<file path="src/rtl/store_buffer.sv">
// Posted-store buffer between the MEM stage and a byte-addressed data memory.
// Stores queue in program order and drain in idle cycles; overlapping loads stall until drained.
module store_buffer #(
  parameter int DEPTH  = 4,
  parameter int ADDR_W = 32
) (
  input  logic              clk,
  input  logic              rst,
  input  logic              req_valid,
  input  logic              req_read,
  input  logic              req_write,
  input  logic [2:0]        req_func3,
  input  logic [ADDR_W-1:0] req_addr,
  input  logic [31:0]       req_wdata,
  input  logic              fence,
  output logic              stall,
  output logic [31:0]       ld_data,
  output logic              empty,
  output logic              mem_read,
  output logic              mem_write,
  output logic [2:0]        mem_func3,
  output logic [ADDR_W-1:0] mem_addr,
  output logic [31:0]       mem_wdata,
  input  logic [31:0]       mem_rdata
);

  localparam int PW = $clog2(DEPTH);
  localparam int CW = PW + 1;

  logic [ADDR_W-1:0] r_addr  [DEPTH];
  logic [2:0]        r_func3 [DEPTH];
  logic [31:0]       r_wdata [DEPTH];
  logic [PW-1:0]     r_head;
  logic [PW-1:0]     r_tail;
  logic [CW-1:0]     r_count;

  logic              w_load;
  logic              w_store;
  logic              w_full;
  logic              w_nonempty;
  logic              w_hazard;
  logic              w_stall;
  logic              w_drain;
  logic              w_rd;
  logic              w_enq;
  logic [ADDR_W-1:0] w_ld_last;

  // Address of the last byte touched by an access of the given width.
  function automatic logic [ADDR_W-1:0] last_byte(input logic [ADDR_W-1:0] a, input logic [2:0] f3);
    case (f3[1:0])
      2'd0:    last_byte = a;
      2'd1:    last_byte = a + ADDR_W'(1);
      default: last_byte = a + ADDR_W'(3);
    endcase
  endfunction

  // Word-level overlap of the incoming load against every live entry.
  always_comb begin
    logic [PW-1:0]     off;
    logic [ADDR_W-1:0] e_last;
    logic [ADDR_W-3:0] l_lo, l_hi, e_lo, e_hi;
    w_ld_last = last_byte(req_addr, req_func3);
    l_lo      = req_addr[ADDR_W-1:2];
    l_hi      = w_ld_last[ADDR_W-1:2];
    w_hazard  = 1'b0;
    for (int i = 0; i < DEPTH; i++) begin
      off    = PW'(i) - r_head;
      e_last = last_byte(r_addr[i], r_func3[i]);
      e_lo   = r_addr[i][ADDR_W-1:2];
      e_hi   = e_last[ADDR_W-1:2];
      if (({1'b0, off} < r_count) &&
          ((l_lo == e_lo) || (l_lo == e_hi) || (l_hi == e_lo) || (l_hi == e_hi))) begin
        w_hazard = 1'b1;
      end else begin
        w_hazard = w_hazard;
      end
    end
  end

  // Request arbitration; first matching rule wins, everything idles while in reset.
  always_comb begin
    w_load     = req_valid & req_read;
    w_store    = req_valid & req_write & ~req_read;
    w_full     = (r_count == CW'(DEPTH));
    w_nonempty = (r_count != {CW{1'b0}});
    w_stall    = 1'b0;
    w_drain    = 1'b0;
    w_rd       = 1'b0;
    w_enq      = 1'b0;
    if (!rst) begin
      w_stall = 1'b0;
    end else if (fence && w_nonempty) begin
      w_stall = 1'b1;
      w_drain = 1'b1;
    end else if (w_load && w_hazard) begin
      w_stall = 1'b1;
      w_drain = 1'b1;
    end else if (w_load) begin
      w_rd = 1'b1;
    end else if (w_store && w_full) begin
      w_stall = 1'b1;
      w_drain = 1'b1;
    end else if (w_store) begin
      w_enq = ~req_func3[2] & (req_func3[1:0] != 2'b11);
    end else if (w_nonempty) begin
      w_drain = 1'b1;
    end else begin
      w_drain = 1'b0;
    end
  end

  // Memory port and pipeline-facing outputs.
  always_comb begin
    stall     = w_stall;
    mem_read  = w_rd;
    mem_write = w_drain;
    empty     = (r_count == {CW{1'b0}});
    if (w_rd) begin
      mem_addr  = req_addr;
      mem_func3 = req_func3;
      mem_wdata = 32'h0000_0000;
      ld_data   = mem_rdata;
    end else if (w_drain) begin
      mem_addr  = r_addr[r_head];
      mem_func3 = r_func3[r_head];
      mem_wdata = r_wdata[r_head];
      ld_data   = 32'h0000_0000;
    end else begin
      mem_addr  = {ADDR_W{1'b0}};
      mem_func3 = 3'd0;
      mem_wdata = 32'h0000_0000;
      ld_data   = 32'h0000_0000;
    end
  end

  // FIFO state: pop on drain, push on accepted store.
  always_ff @(posedge clk or negedge rst) begin
    if (!rst) begin
      r_head  <= {PW{1'b0}};
      r_tail  <= {PW{1'b0}};
      r_count <= {CW{1'b0}};
      for (int i = 0; i < DEPTH; i++) begin
        r_addr[i]  <= {ADDR_W{1'b0}};
        r_func3[i] <= 3'd0;
        r_wdata[i] <= 32'h0000_0000;
      end
    end else begin
      if (w_drain) begin
        r_head <= r_head + PW'(1);
      end
      if (w_enq) begin
        r_addr[r_tail]  <= req_addr;
        r_func3[r_tail] <= req_func3;
        r_wdata[r_tail] <= req_wdata;
        r_tail          <= r_tail + PW'(1);
      end
      case ({w_enq, w_drain})
        2'b10:   r_count <= r_count + CW'(1);
        2'b01:   r_count <= r_count - CW'(1);
        default: r_count <= r_count;
      endcase
    end
  end

endmodule
</file>
<file path="config.mk">
export PLATFORM = sky130hd
export DESIGN_NAME = store_buffer
export DESIGN_NICKNAME = d
export VERILOG_FILES = /design/src/rtl/store_buffer.sv
export SDC_FILE = /design/constraint.sdc
export NUM_CORES = 1
export LEC_CHECK = 0
export CORE_ASPECT_RATIO = 1.1
export CORE_MARGIN = 8
export CORE_UTILIZATION = 40
export CTS_BUF_LIST = sky130_fd_sc_hd__clkbuf_16
export DETAILED_ROUTE_END_ITERATION = 12
export DONT_BUFFER_PORTS = 1
export GPL_TIMING_DRIVEN = 0
export PLACE_DENSITY = 0.55
export SYNTH_ARGS = -nofsm -noshare
export SYNTH_HDL_FRONTEND = slang
export SYNTH_SLANG_ARGS = --single-unit
</file>
<file path="constraint.sdc">
create_clock -name clk -period 7.95 [get_ports clk]
set_clock_uncertainty 0.2 [all_clocks]
set_input_delay 1.59 -clock clk [delete_from_list [all_inputs] [get_ports clk]]
set_output_delay 1.59 -clock clk [all_outputs]
set_load 0.02 [all_outputs]
</file>
# == Word-level counts from Yosys, hierarchy flattened ==
# Cells that the tools add are included.
# op_classes
n_addsub,18
n_lt_le_gt_ge,7
n_eq_ne,25
n_mux,55
bitwise_logic,8
n_reduce_logical,28
# ops
cell,n
30-bit == test,16
32-bit 2-to-1 mux,10
32-bit one-hot mux with 2 select lines,5
128-bit bitwise mux,2
32-bit by 1-bit adder with 32-bit output (second input constant),5
32-bit by 2-bit adder with 32-bit output (second input constant),5
32-bit binary-select mux with 2-bit select,2
32-bit demux with 2-bit select,1
1-bit 2-to-1 mux,26
3-bit 2-to-1 mux,5
12-bit bitwise mux,1
2-bit by 1-bit == test with 1-bit output (second input constant),6
1-bit logical OR,12
2-bit by 3-bit < comparator with 1-bit output,4
2-bit logical NOT,5
1-bit logical AND,8
3-bit binary-select mux with 2-bit select,1
3-bit demux with 2-bit select,1
3-bit greater-or-equal comparator (second input constant),2
2-bit NOT with 3-bit output,2
3-bit one-hot mux with 2 select lines,1
2-bit by 1-bit adder with 2-bit output (second input constant),2
1-bit AND,4
1-bit by 2-bit subtractor with 2-bit output (first input constant),2
11 further kinds,13
# word_totals
ff_bits,275
input_bits,105
output_inout_bits,103
wordCells,156

# == Depth between registers and ports, before layout ==
# Gate-level depths: netlist of the first run.
# logic_depth
word_depth,17
ltp_mapped,20
ltp_nobuf,18

# == Worst setup path after synthesis of the first run ==
# No wires, ideal clock.
# synth_path
path_kind,input to output
startpoint,in req_func3[1]
endpoint,out mem_addr[10]
t_arrival_ns,4.943
t_required_ns,6.160
slack_ns,1.217
stages,16
path_buffers,3
path_cell_list,inv_1 nand2_1 ha_1 a21oi_1 or3_1 or3_1 buf_1 or3_1 a22o_1 nor4_1 nand4b_1 nand4_1 buf_2 buf_1 o211ai_1 o211ai_1
# synth_via
elab_chain_cells,16
word_cells_on_any_way,36
cone_classes,9 x eq/ne; 13 x mux; 14 x reduce/logical
# synth_lines
item,line_no,source
from (decl),12,"input logic [2:0] req_func3,"
2-bit by 1-bit == test with 1-bit output or 2-bit logical NOT (tied branches),50,case (f3[1:0])
32-bit one-hot mux with 2 select lines *,50,
30-bit == test,72,((l_lo == e_lo) || (l_lo == e_hi) || (l_hi == e_lo) || (l_hi == e_hi))) begin
1-bit logical OR (2 in a row),72,
1-bit logical AND,71,"if (({1'b0, off} < r_count) &&"
1-bit 2-to-1 mux (3 in a row),71,
1-bit 2-to-1 mux *,71,
1-bit logical AND *,95,end else if (w_load && w_hazard) begin
1-bit 2-to-1 mux,95,
1-bit 2-to-1 mux,92,end else if (fence && w_nonempty) begin
1-bit 2-to-1 mux,90,if (!rst) begin
32-bit 2-to-1 mux,123,end else if (w_drain) begin
32-bit 2-to-1 mux *,118,if (w_rd) begin
to (decl),22,"output logic [ADDR_W-1:0] mem_addr,"
# Mark *: on every way between the ends. The rest lies on a longest branch, timed or not.

# == Final worst setup path of the first run ==
# layout_path
startpoint,in req_addr[3]
endpoint,out mem_wdata[23]
# layout_via
elab_chain_cells,16
word_cells_on_any_way,48
cone_classes,2 x add/sub; 16 x eq/ne; 13 x mux; 17 x reduce/logical
# layout_lines
item,line_no,source
from (decl),13,"input logic [ADDR_W-1:0] req_addr,"
32-bit by 2-bit adder with 32-bit output or 32-bit by 1-bit adder with 32-bit output (tied branches),"53, 52",
32-bit one-hot mux with 2 select lines,50,
30-bit == test,72,
1-bit logical OR (2 in a row),72,
1-bit logical AND,71,
1-bit 2-to-1 mux (3 in a row),71,
1-bit 2-to-1 mux *,71,
1-bit logical AND *,95,
1-bit 2-to-1 mux,95,
1-bit 2-to-1 mux,92,
1-bit 2-to-1 mux,90,
32-bit 2-to-1 mux,123,
32-bit 2-to-1 mux *,118,
to (decl),23,"output logic [31:0] mem_wdata,"
# Marked as above.

==> results of run 1 <==
cells in the mapped netlist, types with 62 or more instances:
cell,number,area [sq um]
nand4_1,71,444
o211ai_1,86,646
nand3_1,106,531
mux4_2,67,1510
clkbuf_1,143,537
dfrtp_1,275,6880
o21ai_0,170,851
xor2_1,119,1040
nor2_1,86,323
mux2_2,130,1460
nand2_1,279,1050
nor4_1,65,407
a21oi_1,70,350
nor3_1,62,310
xnor2_1,133,1160
final timing paths:
path	to	slack, ns	cells after the start
worst max-delay path	mem_wdata[23]	0.06	12
worst min-delay path	r_func3[5]	0.28	1
worst max register to register	r_count[1]	1.51	16
worst min register to register	r_func3[5]	0.28	1
max in group asynchronous	r_addr[110]	6.07	0
min in group asynchronous	r_addr[115]	0.51	0
report_power, final:
part           switching, mW  internal [mW]  leakage (nW)  total (mW)
combinational           1.54          0.877          4.79        2.41
sequential             0.316           1.68          3.75        1.99
clock                  0.591          0.700         0.454        1.29
total                   2.44           3.26          9.00        5.70
logic make-up (layout without fill, tap and decap cells):
group                      after synthesis  in the layout  synth area share
AOI/OAI and AO/OA                      475            475             0.145
xor gates and xnor gates               252            252             0.105
adders and majority gates               15             15           0.00930
muxes                                  208            208             0.147
DFF                                    275            275             0.328
buffers and inverters                  259            317            0.0498
and+or+nand+nor                        871            871             0.216
other                                    0              1                 0
final cells by class:
class / count / area, sq um
antenna: 1 / 2.50
buffer: 196 / 827
clock buffer: 31 / 776
clock inverter: 22 / 111
fill: 5259 / 29200
inverter: 61 / 231
multi-input combinational: 1821 / 13200
sequential: 275 / 6880
tap: 675 / 845
timing repair buffer: 7 / 52.6
worst reg2reg max path, stage by stage (launching register included):
cell,delay [ns]
dfrtp_1,0.58
nand2b_1,0.26
ha_1,0.32
a21oi_1,0.24
clkbuf_1,0.32
nor4_2,0.83
nand3_1,0.21
a2111oi_0,0.47
o2111ai_1,0.19
nor4_1,0.33
nand2_1,0.19
nand4_1,0.28
o21ai_1,0.30
a21boi_1,0.62
ha_1,0.31
fa_1,0.42
mux2_2,0.26
per-stage QoR:
stage	utilization	worst slack (ns)	setup TNS, ns	hold WS [ns]	power (mW)
floorplan	-	1.22	0	0.248	3.55
global placement	0.418	-1.14	-64.84	0.267	4.33
detailed placement	0.419	-1.10	-60.91	0.268	4.37
CTS	0.438	0.0125	0	0.287	5.68
global route	0.440	-0.0136	-0.0388	0.296	5.96
finish	0.440	0.0625	0	0.282	5.70
flip-flops by register name (all words and copies together) (netlist names):
register / cells
r_tail: 2
r_addr: 128
r_wdata: 128
r_func3: 12
r_head: 2
r_count: 3
per-layer routing:
layer	track usage	vias up
li1	-	8721
met1	0.400	10290
met2	0.518	1012
met3	0.0641	228
met4	0.159	0
met5	0	-
repair_timing:
item	in CTS	in global routing
pin swaps	3	2
setup endpoints to repair	102	62
buffers inserted	1	3
resized for setup	26	22
==> impl_results.md, run 1 <==
* Clock Latency Late Sink at 0.60 ns
* Largest net degree at the start of global routing at 281
* DRC at 0
* Post-DRT Antenna Nets at 0
* EDFF count, synth at 0
* Post-Route M1 WL at 38.3 mm
* Placed cell area at 0.0219 sq mm
* Via count at 20,251
* Met2 Wirelength at 46.5 mm
* Synthesized Nets at 2,475
* Max-cap violations at 0
* Tmin final at 7.89 ns
* DR iter-0 viols at 2,080
* Worst Setup Path Type: in -> out
* Pre-antenna DRT Iters at 5
* Fraction of layout cells with a size suffix above 1 at 0.141
* Vias in the first global route at 19,800
* Worst Path Max Fanout at 10
* CTS tree: built
* Final Hold Fails at 0
* Worst Max-Slew Pin Slew at 1.30 ns
* Top delay family on crit path: simple AND/OR/NAND/NOR gates
* Status: finished, final reports clean
* WL/cell at 32.0 microns
* Synth Instances at 2,355
* Dpl hpwl at 77.3 mm
* Crit path launch type: input port
* Metal3 WL at 8.34 mm
* WP buf/inv at 3
* Leakage at 9.00 nW
* Post-synth ARST share at 1.00
* Layout net count at 2,512
* Reg2reg start: r_func3[10]
* CP peak stage delay at 0.72 ns
* VDD IR max at 0.000232 V
* Synth Cell Area at 0.0210 sq mm
* CP Cell Sequence: clkbuf_1, clkbuf_1, nor2b_1, nor3_1, a21oi_1, nor4_1, nand4_1, or4_1, nand4_1, o21ai_1, buf_2, a21oi_1
* Top-level I/O count at 208
* Initial antenna violation count at 2
* H-tree depth at 1
* CP Launch Point: req_addr[3]
* Worst hold-check path type: reg -> reg
* Maximum buffer depth of the clock tree at 3
* Most frequent cells in the layout: nand2_1, dfrtp_1, o21ai_0, xnor2_1, clkbuf_1
* Die width at 234 microns
* Pins Over Slew Limit at 0
* Pwr Density at 248 mW/mm^2
* WP data arrival at 6.10 ns
* Commonest non-fill, non-tap cell in the layout: nand2_1
* CTS root buf: clkbuf_16
* GRT Util Overall at 0.319
* Netlist cell types at 81
* Congestion Overflow GR at 0
* Die area at 0.0601 sq mm
* GP Congestion at 1.01
* CP Capture Type: primary output
* Crit-path slowest cell: nor3_1
* Vert. Die Dim at 256 microns
* Core area at 0.0522 sq mm
* Slew headroom at 0.136
* Hold_sp: r_func3[5]
* Initial Utilization at 0.402
* Clock slew at reported path FFs at 0.06 ns
* Final Instance Area at 0.0230 sq mm
* Final setup vio count at 0
* Mean Syn Cell Area at 8.92 sq um
* Rows at 88
* Seq cells post-synth at 275
* First-pass GRT wire length at 141 mm
* Max Fclk at 127 MHz
* Yosys warns at 0
* CTS buffer count at 30
* RSZ-0062 raised after global routing: yes
* Quantity of I/O buffers inserted on ports at 0
* Clock sink count at 275
* Vias/cell at 6.56
* Ys flop type: dfrtp_1
* P&R area growth vs syn at 9.34%
* CTS Hold Bufs at 0
* Highest routed metal layer: met4
* Final WL at 98.8 mm
* # placed instances at 3,033
* Sequential area share after synthesis at 0.328
* Crit path required time at 6.16 ns
* Non-Filler Instances at 3,089
* Final period utilization at 0.992
Note: power is estimated with default switching activity, not from simulation.
==> inputs of run 2 (changes only) <==
- CELL_PAD_IN_SITES_DETAIL_PLACEMENT: unset -> 1
- CELL_PAD_IN_SITES_GLOBAL_PLACEMENT: unset -> 1
- PLACE_DENSITY: 0.55 -> 0.68
==> run 2 against run 1 <==
Hold slack got worse by 0.00061 ns. The flow now finishes with violations (setup timing). Clock power rose by 16%. Maximum frequency fell by 1.4%. Core utilization rose by 0.37 points. Sequential share of layout area fell by 0.25 points. Highest routed layer unchanged.
==> impl_results.md, run 2 (synthesis gave the netlist of run 1 again) <==
* Dpl hpwl at 77.8 mm
* Rows at 88
* Via count at 20,587
* Slew headroom at 0.199
* Layout net count at 2,513
* Clock Latency Late Sink at 0.61 ns
* Largest net degree at the start of global routing at 281
* RSZ-0062 raised after global routing: yes
* CTS root buf: clkbuf_16
* CP Capture Type: primary output
* Worst Hold End: r_func3[11]
* Top flop regs: r_addr: 128 flops, r_wdata: 128 flops, r_func3: 12 flops
* Fraction of layout cells with a size suffix above 1 at 0.145
* Switching pwr at 2.52 mW
* Hold_sp: r_func3[11]
* Pwr Density at 256 mW/mm^2
* Maximum buffer depth of the clock tree at 3
* Core area at 0.0522 sq mm
* Tmin final at 8.00 ns
* DRC at 0
* P&R area growth vs syn at 10.3%
* Worst Setup Slack, final at -0.0506 ns
* Seq pwr share at 0.336
* Cell Int Power at 3.41 mW
* Max-cap violations at 0
* Clock sink count at 275
* Max Fclk at 125 MHz
* Final Hold Fails at 0
* Fill cells at 6,106
* Worst Max-Slew Pin Slew at 1.20 ns
* Vias/cell at 6.66
* Setup TNS at -0.379 ns
* Vert. Die Dim at 256 microns
* Top-level I/O count at 208
* Final setup vio count at 21
* Final WL at 99.4 mm
* Reg-to-Reg End: r_count[2]
* VDD IR max at 0.000230 V
* Gate power share at 0.413
* Status: complete, but fails checks
* Die width at 234 microns
* Initial Utilization at 0.402
* H-tree depth at 1
* Initial antenna violation count at 1
* Hold Path Depth at 1
* Quantity of I/O buffers inserted on ports at 0
* Sw frac at 0.426
* Reg2reg start: r_func3[10]
* Non-Filler Instances at 3,093
* Reg2reg setup slack at 1.40 ns
* DR iter-0 viols at 1,770
* Pre-antenna DRT Iters at 5
* # placed instances at 3,032
* Commonest non-fill, non-tap cell in the layout: nand2_1
* CTS Hold Bufs at 0
* Die area at 0.0601 sq mm
* Clock network fraction of total power at 0.251
* Place WS at -1.06 ns
* Worst Path Max Fanout at 10
* Crit path required time at 6.16 ns
* WL/cell at 32.2 microns
* Final Power at 5.93 mW
* Path depth of the worst reg2reg path at 18
* Worst Setup Path Type: in -> out
* Worst hold-check path type: reg -> reg
* Post-DRT Antenna Nets at 0
* WP data arrival at 6.21 ns
* Pins Over Slew Limit at 0
* Clock slew at reported path FFs at 0.06 ns
* Final period utilization at 1.01
* Leakage at 9.09 nW
* First-pass GRT wire length at 145 mm
* Failing checks: setup timing
* Congestion Overflow GR at 0
* Vias in the first global route at 21,327
* Most frequent cells in the layout: nand2_1, dfrtp_1, o21ai_0, clkbuf_1, xnor2_1
* GRT Util Overall at 0.324
* GP Congestion at 1.07
* Crit path launch type: input port
* CTS tree: built
* CTS buffer count at 31
## run 2: changes by cell type in the layout (fill, tap and decap cells not counted), sizes merged
cell           change
clkinvlp           -1
bufinv             +4
clkbuf             +2
inv                +3
buf                -3
clkinv             -2
clkdlybuf4s15      +1
## run 2: worst max path at each step
stage | cells after the start | startpoint | end | slack [ns]
final | 12 | req_addr[14] | mem_wdata[3] | -0.05
after global routing | 15 | req_func3[1] | mem_wdata[5] | -0.07
after CTS | 13 | req_addr[5] | mem_wdata[3] | 0.02
after detailed placement | 17 | req_func3[1] | mem_addr[14] | -1.06
after global placement | 17 | req_func3[1] | mem_addr[14] | -1.09
after floorplan | 16 | req_func3[1] | mem_addr[10] | 1.22
## run 2: power by group through the flow
stage	registers [mW]	clock network (mW)	logic, mW
finish	1.99	1.49	2.45
global route	2.02	1.56	2.60
CTS	1.98	1.51	2.41
detailed placement	2.00	0	2.39
global placement	1.98	0	2.32
floorplan	1.86	0	1.69
## run 2: critical path: stages
cell	delay, ns
buf_2	0.31
nand3_1	0.35
or4_1	0.61
clkbuf_1	0.28
nor4_2	0.83
xnor2_1	0.24
nor4_1	0.32
nand4b_1	0.21
nand4_1	0.27
o21ai_1	0.36
buf_2	0.33
a21oi_1	0.49
## run 2: metrics by stage
stage          instance area, sq um  hold WS [ns]   util
6_report                      23200         0.281  0.444
5_1_grt                       23200         0.311  0.444
4_1_cts                       23000         0.290  0.441
3_5_place_dp                  21900         0.271  0.419
3_3_place_gp                  21800         0.264  0.418
2_1_floorplan                 21000         0.248      -
## run 2: cell type report
class                      instances  area, sq um  area share
clock buffer                      31          776      0.0335
timing repair buffer               6         45.0     0.00195
tap                              675          845      0.0365
buffer                           197          833      0.0360
sequential                       275         6880       0.297
multi-input combinational       1821        13300       0.574
inverter                          61          231      0.0100
antenna                            1         2.50    0.000108
clock inverter                    26          250      0.0108
## run 2: layer usage
layer	GRT usage	up-vias	share of wire
li1	-	8722	-
met1	0.395	10690	0.38
met2	0.533	905	0.48
met3	0.0594	270	0.077
met4	0.179	0	0.063
met5	0	-	0
## run 2: timing repair
item                       4_1_cts  5_1_grt
resized for setup               25       34
buffers inserted                 1        3
setup endpoints to repair      102       64
pin swaps                        1        5
cloned                           0        0
==> inputs of run 3 (changes only) <==
- CAP_MARGIN: unset -> 0
==> results of run 3 <==
No change in the layout: final DEF, timing and power equal those of run 2.
